**src/rtl/serial_divider.sv**
```systemverilog
// -----------------------------------------------------------------------------
// serial_divider
//   Bit-serial restoring divider. An accepted Enable latches the operands, one
//   quotient bit is resolved per clock (MSB first), and after WIDTH iterations
//   quotient/remainder are loaded and done is raised. The results and done hold
//   until the next accepted Enable or reset.
//
// Optional feature macro: SERIAL_DIV_DBZ_EN
//   When defined, adds the div_by_zero output: the captured (divisor == 0)
//   flag, visible only while done is high.
//
// Ports
//   clk          in   1      clock, all state changes on rising edge
//   reset        in   1      synchronous, active-high reset
//   Enable       in   1      start request, accepted only in IDLE or DONE
//   dividend     in   WIDTH  unsigned numerator, sampled on accepted Enable
//   divisor      in   WIDTH  unsigned denominator, sampled on accepted Enable
//   quotient     out  WIDTH  registered floor(dividend / divisor)
//   remainder    out  WIDTH  registered dividend - quotient * divisor
//   done         out  1      results valid for the last operation
//   div_by_zero  out  1      (SERIAL_DIV_DBZ_EN only) last divisor was zero
// -----------------------------------------------------------------------------
module serial_divider #(
  parameter int WIDTH = 4
) (
  input  logic             clk,
  input  logic             reset,
  input  logic             Enable,
  input  logic [WIDTH-1:0] dividend,
  input  logic [WIDTH-1:0] divisor,
  output logic [WIDTH-1:0] quotient,
  output logic [WIDTH-1:0] remainder,
  output logic             done
`ifdef SERIAL_DIV_DBZ_EN
  ,
  output logic             div_by_zero
`endif
);

  localparam int CW = $clog2(WIDTH + 1);

  typedef enum logic [1:0] {
    IDLE = 2'd0,
    RUN  = 2'd1,
    DONE = 2'd2
  } state_t;

  state_t           state_r;
  logic [CW-1:0]    count_r;
  logic [WIDTH-1:0] d_r;      // latched divisor
  logic [WIDTH-1:0] q_r;      // working quotient, dividend bits shift out of its top
  // The partial remainder is always < divisor between iterations, so its
  // extra top bit is always 0 once stored; the extra bit only matters in the
  // shifted value and the trial subtraction below.
  logic [WIDTH-1:0] r_r;
`ifdef SERIAL_DIV_DBZ_EN
  logic             dbz_cap_r;
`endif

  logic [WIDTH:0]   shift_r_s;
  logic [WIDTH:0]   trial_s;
  logic [WIDTH-1:0] next_r_s;
  logic [WIDTH-1:0] next_q_s;
  logic             accept_s;
  logic             last_s;

  // One restoring-division iteration on the current working registers.
  always_comb begin
    shift_r_s = {r_r, q_r[WIDTH-1]};
    trial_s   = shift_r_s - {1'b0, d_r};
    // Sign bit of the WIDTH+1 bit trial tells whether the subtract went negative.
    if (trial_s[WIDTH] == 1'b0) begin
      next_r_s = trial_s[WIDTH-1:0];
      next_q_s = {q_r[WIDTH-2:0], 1'b1};
    end else begin
      next_r_s = shift_r_s[WIDTH-1:0];
      next_q_s = {q_r[WIDTH-2:0], 1'b0};
    end
  end

  // Start acceptance (IDLE/DONE only) and final-iteration detect.
  always_comb begin
    accept_s = 1'b0;
    case (state_r)
      IDLE:    accept_s = Enable;
      DONE:    accept_s = Enable;
      RUN:     accept_s = 1'b0;
      default: accept_s = 1'b0;
    endcase
    if (count_r == CW'(WIDTH - 1)) begin
      last_s = 1'b1;
    end else begin
      last_s = 1'b0;
    end
  end

  // Controller and datapath registers, including the registered outputs.
  always_ff @(posedge clk) begin
    if (reset) begin
      state_r   <= IDLE;
      count_r   <= '0;
      d_r       <= '0;
      q_r       <= '0;
      r_r       <= '0;
      quotient  <= '0;
      remainder <= '0;
      done      <= 1'b0;
`ifdef SERIAL_DIV_DBZ_EN
      dbz_cap_r   <= 1'b0;
      div_by_zero <= 1'b0;
`endif
    end else if (accept_s) begin
      state_r <= RUN;
      count_r <= '0;
      d_r     <= divisor;
      q_r     <= dividend;
      r_r     <= '0;
      done    <= 1'b0;
`ifdef SERIAL_DIV_DBZ_EN
      dbz_cap_r   <= (divisor == {WIDTH{1'b0}});
      div_by_zero <= 1'b0;
`endif
    end else if (state_r == RUN) begin
      q_r     <= next_q_s;
      r_r     <= next_r_s;
      count_r <= count_r + CW'(1);
      if (last_s) begin
        state_r   <= DONE;
        quotient  <= next_q_s;
        remainder <= next_r_s;
        done      <= 1'b1;
`ifdef SERIAL_DIV_DBZ_EN
        div_by_zero <= dbz_cap_r;
`endif
      end else begin
        state_r <= RUN;
      end
    end else if (state_r != IDLE && state_r != DONE) begin
      // Unreachable encoding: recover to IDLE.
      state_r <= IDLE;
      done    <= 1'b0;
    end else begin
      state_r <= state_r;
    end
  end

endmodule
```
**config.mk**
```make
export PLATFORM = sky130hd
export DESIGN_NAME = serial_divider
export DESIGN_NICKNAME = d
export VERILOG_FILES = /design/src/rtl/serial_divider.sv
export SDC_FILE = /design/constraint.sdc
export NUM_CORES = 1
export LEC_CHECK = 0
export ABC_AREA = 1
export CORE_MARGIN = 3
export CORE_UTILIZATION = 35
export CTS_CLUSTER_SIZE = 20
export DETAILED_ROUTE_END_ITERATION = 7
export DONT_BUFFER_PORTS = 1
export SYNTH_ARGS = -nofsm -noshare
export SYNTH_HDL_FRONTEND = slang
export SYNTH_SLANG_ARGS = --single-unit
```
**constraint.sdc**
```tcl
create_clock -name clk -period 2.4 [get_ports clk]
set_clock_uncertainty 0.1 [all_clocks]
set_input_delay 0.48 -clock clk [delete_from_list [all_inputs] [get_ports clk]]
set_output_delay 0.48 -clock clk [all_outputs]
set_load 0.01 [all_outputs]
```
==> results by group, run 1 <==
STA
  – Relative slew slack: 0.6993
  – RSZ-0062 raised after global routing: false
  – Final hold violation count: 0
  – Crit path time final: 1.871 ns
  – Fmax: 534.4 MHz
  – Post-route clock period utilization: 0.7796
  – Worst slew pin tran: 0.4500 ns
  – Endpoints failing setup: 0
  – Final Max Tran Viols: 0
  – Final setup TNS: 0 ns

Floorplan
  – DIE AREA: 4415 um^2
  – Starting Density: 0.3744
  – Row cnt: 21
  – Core Box Area: 3416 um^2
  – IO Count: 20
  – Die Ht: 66.45 um
  – Die width: 66.45 um

Global route
  – Initial antenna violation count: 0
  – Largest net degree at the start of global routing: 19
  – Gr ovfl total: 0
  – Vias in the first global route: 1019
  – First-pass GRT wire length: 4588 um
  – GR Util All Layers: 0.1353

Setup path
  – Critical Path Fanout Max: 5
  – R2r worst-path depth: 12
  – Crit path cell chain: inv_1 -> ha_1 -> inv_1 -> fa_1 -> nand2_1 -> nand2_1 -> nand3_2 -> nand2_1 -> nand2_1 -> nand3_1 -> nand2_1 -> inv_1
  – Setup crit start kind: flip-flop
  – Crit path to: r_r[3]
  – Worst EP required: 2.55 ns
  – Setup slack, reg-to-reg: 0.53 ns
  – Crit path max-delay family: simple AND/OR/NAND/NOR gates
  – Worst r2r dst: r_r[3]
  – Setup Crit Path Kind: flip-flop to flip-flop
  – Reg2reg start: q_r[3]
  – Critical path depth: 12
  – Arr. time, crit path: 2.02 ns
  – Buf/Inv on CP: 3
  – Crit path launch: q_r[3]
  – CP endpoint kind: flip-flop
  – Worst path slowest cell: fa_1
  – Critical Path Most Common Cell: nand2_1
  – Crit-path max cell delay: 0.42 ns

Final layout
  – Final Instance Area: 1360 um^2
  – Area Overhead vs Synth: 6.360%
  – Fin nets: 193
  – Fill cells: 360
  – Antenna cells: 0
  – Share of cells above drive strength 1: 0.06322

Route
  – DR WL/cell: 12.33 um
  – Final ANT Viol Nets: 0
  – TritonRoute pass-1 iters: 4
  – Via count: 1092
  – Initial DRC Count: 40
  – DR vias/cell: 4.964
  – Residual DRC count: 0
  – Routed wire length: 2713 um

Clock network
  – H-tree Lvls: 1
  – Clock Pin Slew Worst Setup and Hold Paths: 0.14 ns
  – CTS tree: done
  – Post-CTS Resized: 0
  – Worst-Skew Late Latency: 0.32 ns
  – Postcts setup bufs: 0
  – Root buffer cell: clkbuf_4
  – Clk sink count: 26
  – # hold bufs at CTS: 0
  – Max Root-Sink Buffers: 2
  – Num CTS Buffers: 3

Placed design
  – Port buffer count: 0
  – Routability Congestion: 0.8559
  – Post-DP HPWL: 2107 um
  – DP Area: 1308 um^2

Synth
  – Seq/Total Area, Yosys: 0.4070
  – Synth cell types: 24
  – Synthesized cell area: 1279 um^2
  – Syn nets: 192
  – YS warnings: 0
  – Avg Cell Area, Syn: 7.349 um^2
  – Cells after synthesis: 174
  – #FFs+latches synth: 26

Power
  – Pwr dens: 684.8 nW/um^2
  – Maximum vdd drop: 0.0002689 V
  – Tot Pwr: 0.9314 mW
  – LEAKAGE: 0.6248 nW

Run
  – Number of max-cap violations: 0

Outcome
  – Status: finished clean

Worst hold path
  – Type of the worst min-delay path: input pin to flip-flop
## routing by layer
layer	global-route usage	share of wire	vias to the layer above
li1	-	-	566
met1	0.1622	0.44	489
met2	0.2280	0.47	31
met3	0.04932	0.073	6
met4	0.03299	0.017	0
met5	0	0	-
## registers in the layout, summed over array words and instances (netlist names)
signal / flops
q_r: 4
d_r: 4
r_r: 4
remainder: 4
state_r: 2
quotient: 4
done: 1
count_r: 3
## synthesized netlist by cell type
cell	instances	area (um^2)
buf_2	2	10.01
clkinv_1	1	3.750
dfxtp_1	26	520.5
a211oi_1	2	15.01
nand3_2	1	10.01
nand2_4	1	11.26
fa_1	1	20.02
buf_4	1	7.510
inv_2	1	3.750
nand2_2	1	6.260
or2_2	1	6.260
clkinv_2	1	5.000
inv_1	23	86.33
buf_6	1	11.26
o21a_1	6	45.04
nor2_4	1	11.26
a31oi_1	3	18.77
ha_1	6	75.07
nor2_1	12	45.04
a21oi_1	14	70.07
nand3_1	21	105.1
o21ai_0	5	25.02
xor2_1	1	8.760
nand2_1	42	157.7
## through the flow
stage          cells  setup slack [ns]  hold WS (ns)  utilization
3_3_place_gp     216            0.5995        0.3509       0.3828
5_1_grt          220            0.3589       0.07137       0.3982
2_1_floorplan    174            0.7165        0.3369            -
6_report         220            0.5289       0.09816       0.3982
4_1_cts          220            0.5277       0.09244       0.3982
3_5_place_dp     216            0.5474        0.3692       0.3828
## how the worst min path moves through the flow
| stage | start | cells past startpoint | to |
|---|---|---|---|
| global placement | d_r[2] | 2 | d_r[2] |
| floorplan | d_r[2] | 2 | d_r[2] |
| detailed placement | d_r[3] | 2 | d_r[3] |
| finish | reset | 1 | quotient[1] |
| global route | reset | 1 | quotient[1] |
| CTS | reset | 1 | quotient[1] |
## worst reg2reg max path: stages, from the launching register on
cell     delay (ns)
dfxtp_1        0.35
inv_1          0.06
ha_1           0.13
inv_1          0.06
fa_1           0.42
nand2_1        0.08
nand2_1        0.08
nand3_2        0.11
nand2_1        0.11
nand2_1        0.10
nand3_1        0.07
nand2_1        0.09
inv_1          0.03
## area by class of cell
class                           instances  area, um^2  share of cell area
Inverter                               26       98.84             0.07268
Clock inverter                          1       30.03             0.02208
Sequential cell                        26       520.5              0.3827
Tap cell                               46       57.56             0.04232
Clock buffer                            3       22.52             0.01656
Multi-Input combinational cell        118       630.6              0.4637
## layout by cell type (no fill, tap or decap)
cell type	instances
nand2_1	42
dfxtp_1	26
inv_1	23
nand3_1	21
a21oi_1	14
nor2_1	12
o21a_1	6
ha_1	6
o21ai_0	5
a31oi_1	3
clkbuf_4	3
a211oi_1	2
inv_2	1
nor2_4	1
or2_2	1
nand3_2	1
clkinv_1	1
nand2_2	1
xor2_1	1
nand2_4	1
clkinv_2	1
fa_1	1
bufinv_16	1
## logic make-up after synthesis
group / count (synthesis) / synth area share
AND/OR/NAND/NOR: 80 / 0.2759
flip-flops: 26 / 0.4070
adder cells (fa/ha/maj): 7 / 0.07436
buffers and inverters: 30 / 0.09979
XOR/XNOR: 1 / 0.006851
AO/OA/AOI/OAI: 30 / 0.1360
## power by group
part | switching [mW] | internal, mW
logic | 0.109 | 0.0577
registers | 0.0129 | 0.451
clock network | 0.132 | 0.169
Note: power is estimated with default switching activity, not from simulation.
==> inputs of run 2 (changes only) <==
--- a/config.mk
+++ b/config.mk
@@ -5,7 +5,7 @@
 export SDC_FILE = /design/constraint.sdc
 export NUM_CORES = 1
 export LEC_CHECK = 0
-export ABC_AREA = 1
+export ABC_AREA = 0
 export CORE_MARGIN = 3
 export CORE_UTILIZATION = 35
 export CTS_CLUSTER_SIZE = 20
==> constraint.sdc (replaced) <==
create_clock -name clk -period 1.8 [get_ports clk]
set_clock_uncertainty 0.1 [all_clocks]
set_input_delay 0.36 -clock clk [delete_from_list [all_inputs] [get_ports clk]]
set_output_delay 0.36 -clock clk [all_outputs]
set_load 0.01 [all_outputs]
==> results by group, run 2 <==
Outcome
  – Status: finished with violations
  – Failing checks: setup timing

Route
  – Routed wire length: 2644 um (-2.5%)
  – TritonRoute pass-1 iters: 4 (unchanged)
  – DR vias/cell: 4.821 (-2.9%)
  – Residual DRC count: 0 (unchanged)
  – Via count: 969 (-11%)
  – DR WL/cell: 13.15 um (+6.7%)
  – Initial DRC Count: 28 (-30%)
  – Final ANT Viol Nets: 0 (unchanged)

Clock network
  – Max Root-Sink Buffers: 2 (unchanged)
  – Num CTS Buffers: 3 (unchanged)
  – H-tree Lvls: 1 (unchanged)
  – Clk sink count: 26 (unchanged)
  – Worst-Skew Late Latency: 0.32 ns (about the same)
  – Clock Pin Slew Worst Setup and Hold Paths: 0.14 ns (about the same)
  – Root buffer cell: clkbuf_4
  – CTS tree: done

STA
  – Final hold violation count: 0 (unchanged)
  – Fmax: 500.7 MHz (-6.3%)
  – WHS: 0.03063 ns (-0.06753 ns)
  – Final setup TNS: -1.479 ns (-1.479 ns)
  – Relative slew slack: 0.5805 (-0.1188)
  – Endpoints failing setup: 10 (+10)
  – Post-route clock period utilization: 1.109 (+0.3298)
  – Crit path time final: 1.997 ns (+0.1259 ns)
  – RSZ-0062 raised after global routing: true
  – Final Max Tran Viols: 0 (unchanged)
  – Final worst setup slack: -0.1970 ns (-0.7259 ns)
  – Worst slew pin tran: 0.6272 ns (+0.1773 ns)

Synth
  – Xor/xnor share of the synthesized area: 0.03553 (+0.02868)
  – Top-area cell type share of the netlist area: 0.4347 (+0.02765)
  – Post-synth top flop: dfxtp_1
  – Simple-gate share of the synthesized area: 0.1891 (-0.08680)
  – Seq/Total Area, Yosys: 0.4347 (+0.02765)
  – Post-synth EDFFs: 0 (unchanged)
  – Main area contributors after synthesis: dfxtp_1 (43%), a21oi_1 (7.1%), ha_1 (6.3%), nor2_1 (6.3%), nand2_1 (6.0%)
  – YS warnings: 0 (unchanged)
  – Largest family of logic cells by synthesized area: simple AND/OR/NAND/NOR gates
  – Fraction of registers with async set/reset: 0 (unchanged)
  – Most common cell in the netlist: dfxtp_1
  – Avg Cell Area, Syn: 8.553 um^2 (+16%)
  – #FFs+latches synth: 26 (unchanged)
  – Post-synthesis adder-cell area fraction: 0.07941 (+0.005051)
  – Top post-synthesis cells by count: dfxtp_1 (26), nor2_1 (20), nand2_1 (19)
  – Top cell type by total area after synthesis: dfxtp_1
  – Cells after synthesis: 140 (-20%)
  – Synth Area in Compound Gates: 0.1672 (+0.03118)
  – Post-synthesis mux area share: 0.04284 (+0.04284)
  – Synth cell types: 33 (+38%)
  – Synthesized cell area: 1197 um^2 (-6.4%)
  – Syn nets: 158 (-18%)

Setup path
  – Crit path max-delay family: adder cells
  – R2r worst-path depth: 10 (-2)
  – Critical path depth: 10 (-2)
  – Critical Path Most Common Cell: inv_2
  – Worst path slowest cell: dfxtp_2
  – Worst r2r dst: remainder[1]
  – Crit-path max cell delay: 0.35 ns (-0.07 ns)
  – Buf/Inv on CP: 3 (unchanged)
  – Critical Path Fanout Max: 4 (-1)
  – Crit path cell chain: inv_2 -> ha_4 -> inv_2 -> fa_2 -> nand3_2 -> nand2_4 -> xor2_4 -> buf_12 -> mux2i_1 -> a211oi_1
  – Arr. time, crit path: 2.09 ns (+0.07 ns)
  – Setup crit start kind: flip-flop
  – Reg2reg start: q_r[3]
  – Setup slack, reg-to-reg: -0.20 ns (-0.73 ns)
  – Worst EP required: 1.89 ns (-0.66 ns)
  – CP endpoint kind: flip-flop
  – Setup Crit Path Kind: flip-flop to flip-flop

Placed design
  – Placed Cells: 192 (-11%)
  – Post-DP HPWL: 1955 um (-7.2%)
  – Port buffer count: 0 (unchanged)
  – Routability Congestion: 0.8063 (-5.8%)

Final layout
  – Fin nets: 176 (-8.8%)
  – Most frequent cells in the layout: dfxtp_1 (24), nor2_1 (20), nand2_1 (17), buf_4 (17), a21oi_1 (14)
  – Commonest non-fill, non-tap cell in the layout: dfxtp_1
  – Antenna cells: 0 (unchanged)
  – Fill cells: 325 (-9.7%)
  – Share of cells above drive strength 1: 0.2484 (+0.1852)
  – Utilization after layout: 0.4750 (+0.07683)
  – Final non-filler cell total: 201 (-8.6%)
  – Area Overhead vs Synth: 25.08%

Floorplan
  – Die Ht: 64.49 um (-2.9%)
  – DIE AREA: 4159 um^2 (-5.8%)
  – Die width: 64.49 um (-2.9%)
  – IO Count: 20 (unchanged)
  – Starting Density: 0.3798 (+0.005403)
  – Row cnt: 20 (-4.8%)
  – Core Box Area: 3153 um^2 (-7.7%)

Worst hold path
  – Worst Hold Endpoint: r_r[2]
  – Worst Hold Launch: reset
  – Type of the worst min-delay path: input pin to flip-flop
  – Worst hold path stage count: 1 (unchanged)

Power
  – Pwr dens: 842.7 nW/um^2 (+23%)
  – Tot Pwr: 1.262 mW (+36%)
  – Maximum vdd drop: 0.0005037 V (+87%)
  – LEAKAGE: 0.5659 nW (-9.4%)

Global route
  – Initial antenna violation count: 0 (unchanged)
  – First-pass GRT wire length: 4457 um (-2.9%)
  – GR Util All Layers: 0.1373 (+0.002031)
  – Largest net degree at the start of global routing: 16 (-3)
  – Vias in the first global route: 993 (-2.6%)
  – Gr ovfl total: 0 (unchanged)

Run
  – Number of max-cap violations: 0 (unchanged)
## run 2: cells by family (layout without fill, tap and decap cells)
logic type / count (synthesis) / in the layout
flops: 26 / 26
compound gates: 32 / 32
fa+ha+maj: 7 / 7
xor+xnor: 4 / 4
simple gates: 52 / 52
buf+inv: 14 / 31
mux: 5 / 5
## run 2: worst max-delay path by stage
stage | start | to | slack (ns)
final | q_r[3] | remainder[1] | -0.20
after CTS | q_r[3] | remainder[0] | -0.20
after global routing | q_r[3] | remainder[0] | -0.25
after global placement | q_r[3] | remainder[3] | -0.18
after floorplan | q_r[3] | remainder[3] | -0.15
after detailed placement | q_r[3] | remainder[3] | -0.21
## run 2: metrics by stage
step | setup slack [ns] | instance area (um^2)
global route | -0.2548 | 1498
global placement | -0.1762 | 1380
CTS | -0.1969 | 1460
floorplan | -0.1538 | 1247
finish | -0.1970 | 1498
detailed placement | -0.2130 | 1380
## run 2: power by group
| part | internal, mW | switching [mW] |
|---|---|---|
| Combinational | 0.181 | 0.163 |
| Sequential | 0.600 | 0.0192 |
| Clock | 0.124 | 0.175 |
## run 2: worst register-to-register path, delay by kind of cell, from the launching register on
family / cells / cell delay (ns)
simple gates: 2 / 0.17
mux: 1 / 0.23
xor+xnor: 1 / 0.19
flops: 1 / 0.35
buf+inv: 3 / 0.25
fa+ha+maj: 2 / 0.46
compound gates: 1 / 0.10
## run 2: repair_timing
| item | 4_1_cts | 5_1_grt |
|---|---|---|
| buffers inserted | 3 | 1 |
| endpoints found under the hold margin | 15 | 1 |
| hold buffers | 1 | 1 |
| setup endpoints to repair | 10 | 10 |
| resized for setup | 2 | 4 |
| pin swaps | 5 | 4 |
## run 2: cell type report
type,instances,area (um^2),area share
well taps,44,55.05,0.03676
repair buffers,20,167.7,0.1119
flip-flops and latches,26,523.0,0.3492
multi-input cells,100,689.4,0.4603
clock buffers,4,36.28,0.02423
inverters,7,26.28,0.01754
## run 2: per-layer routing
| layer | share of wire | vias up | global-route usage |
|---|---|---|---|
| met5 | 0 | - | 0 |
| met4 | 0.011 | 0 | 0.03958 |
| met3 | 0.056 | 4 | 0.04159 |
| met2 | 0.48 | 20 | 0.2384 |
| met1 | 0.45 | 433 | 0.1632 |
| li1 | - | 512 | - |
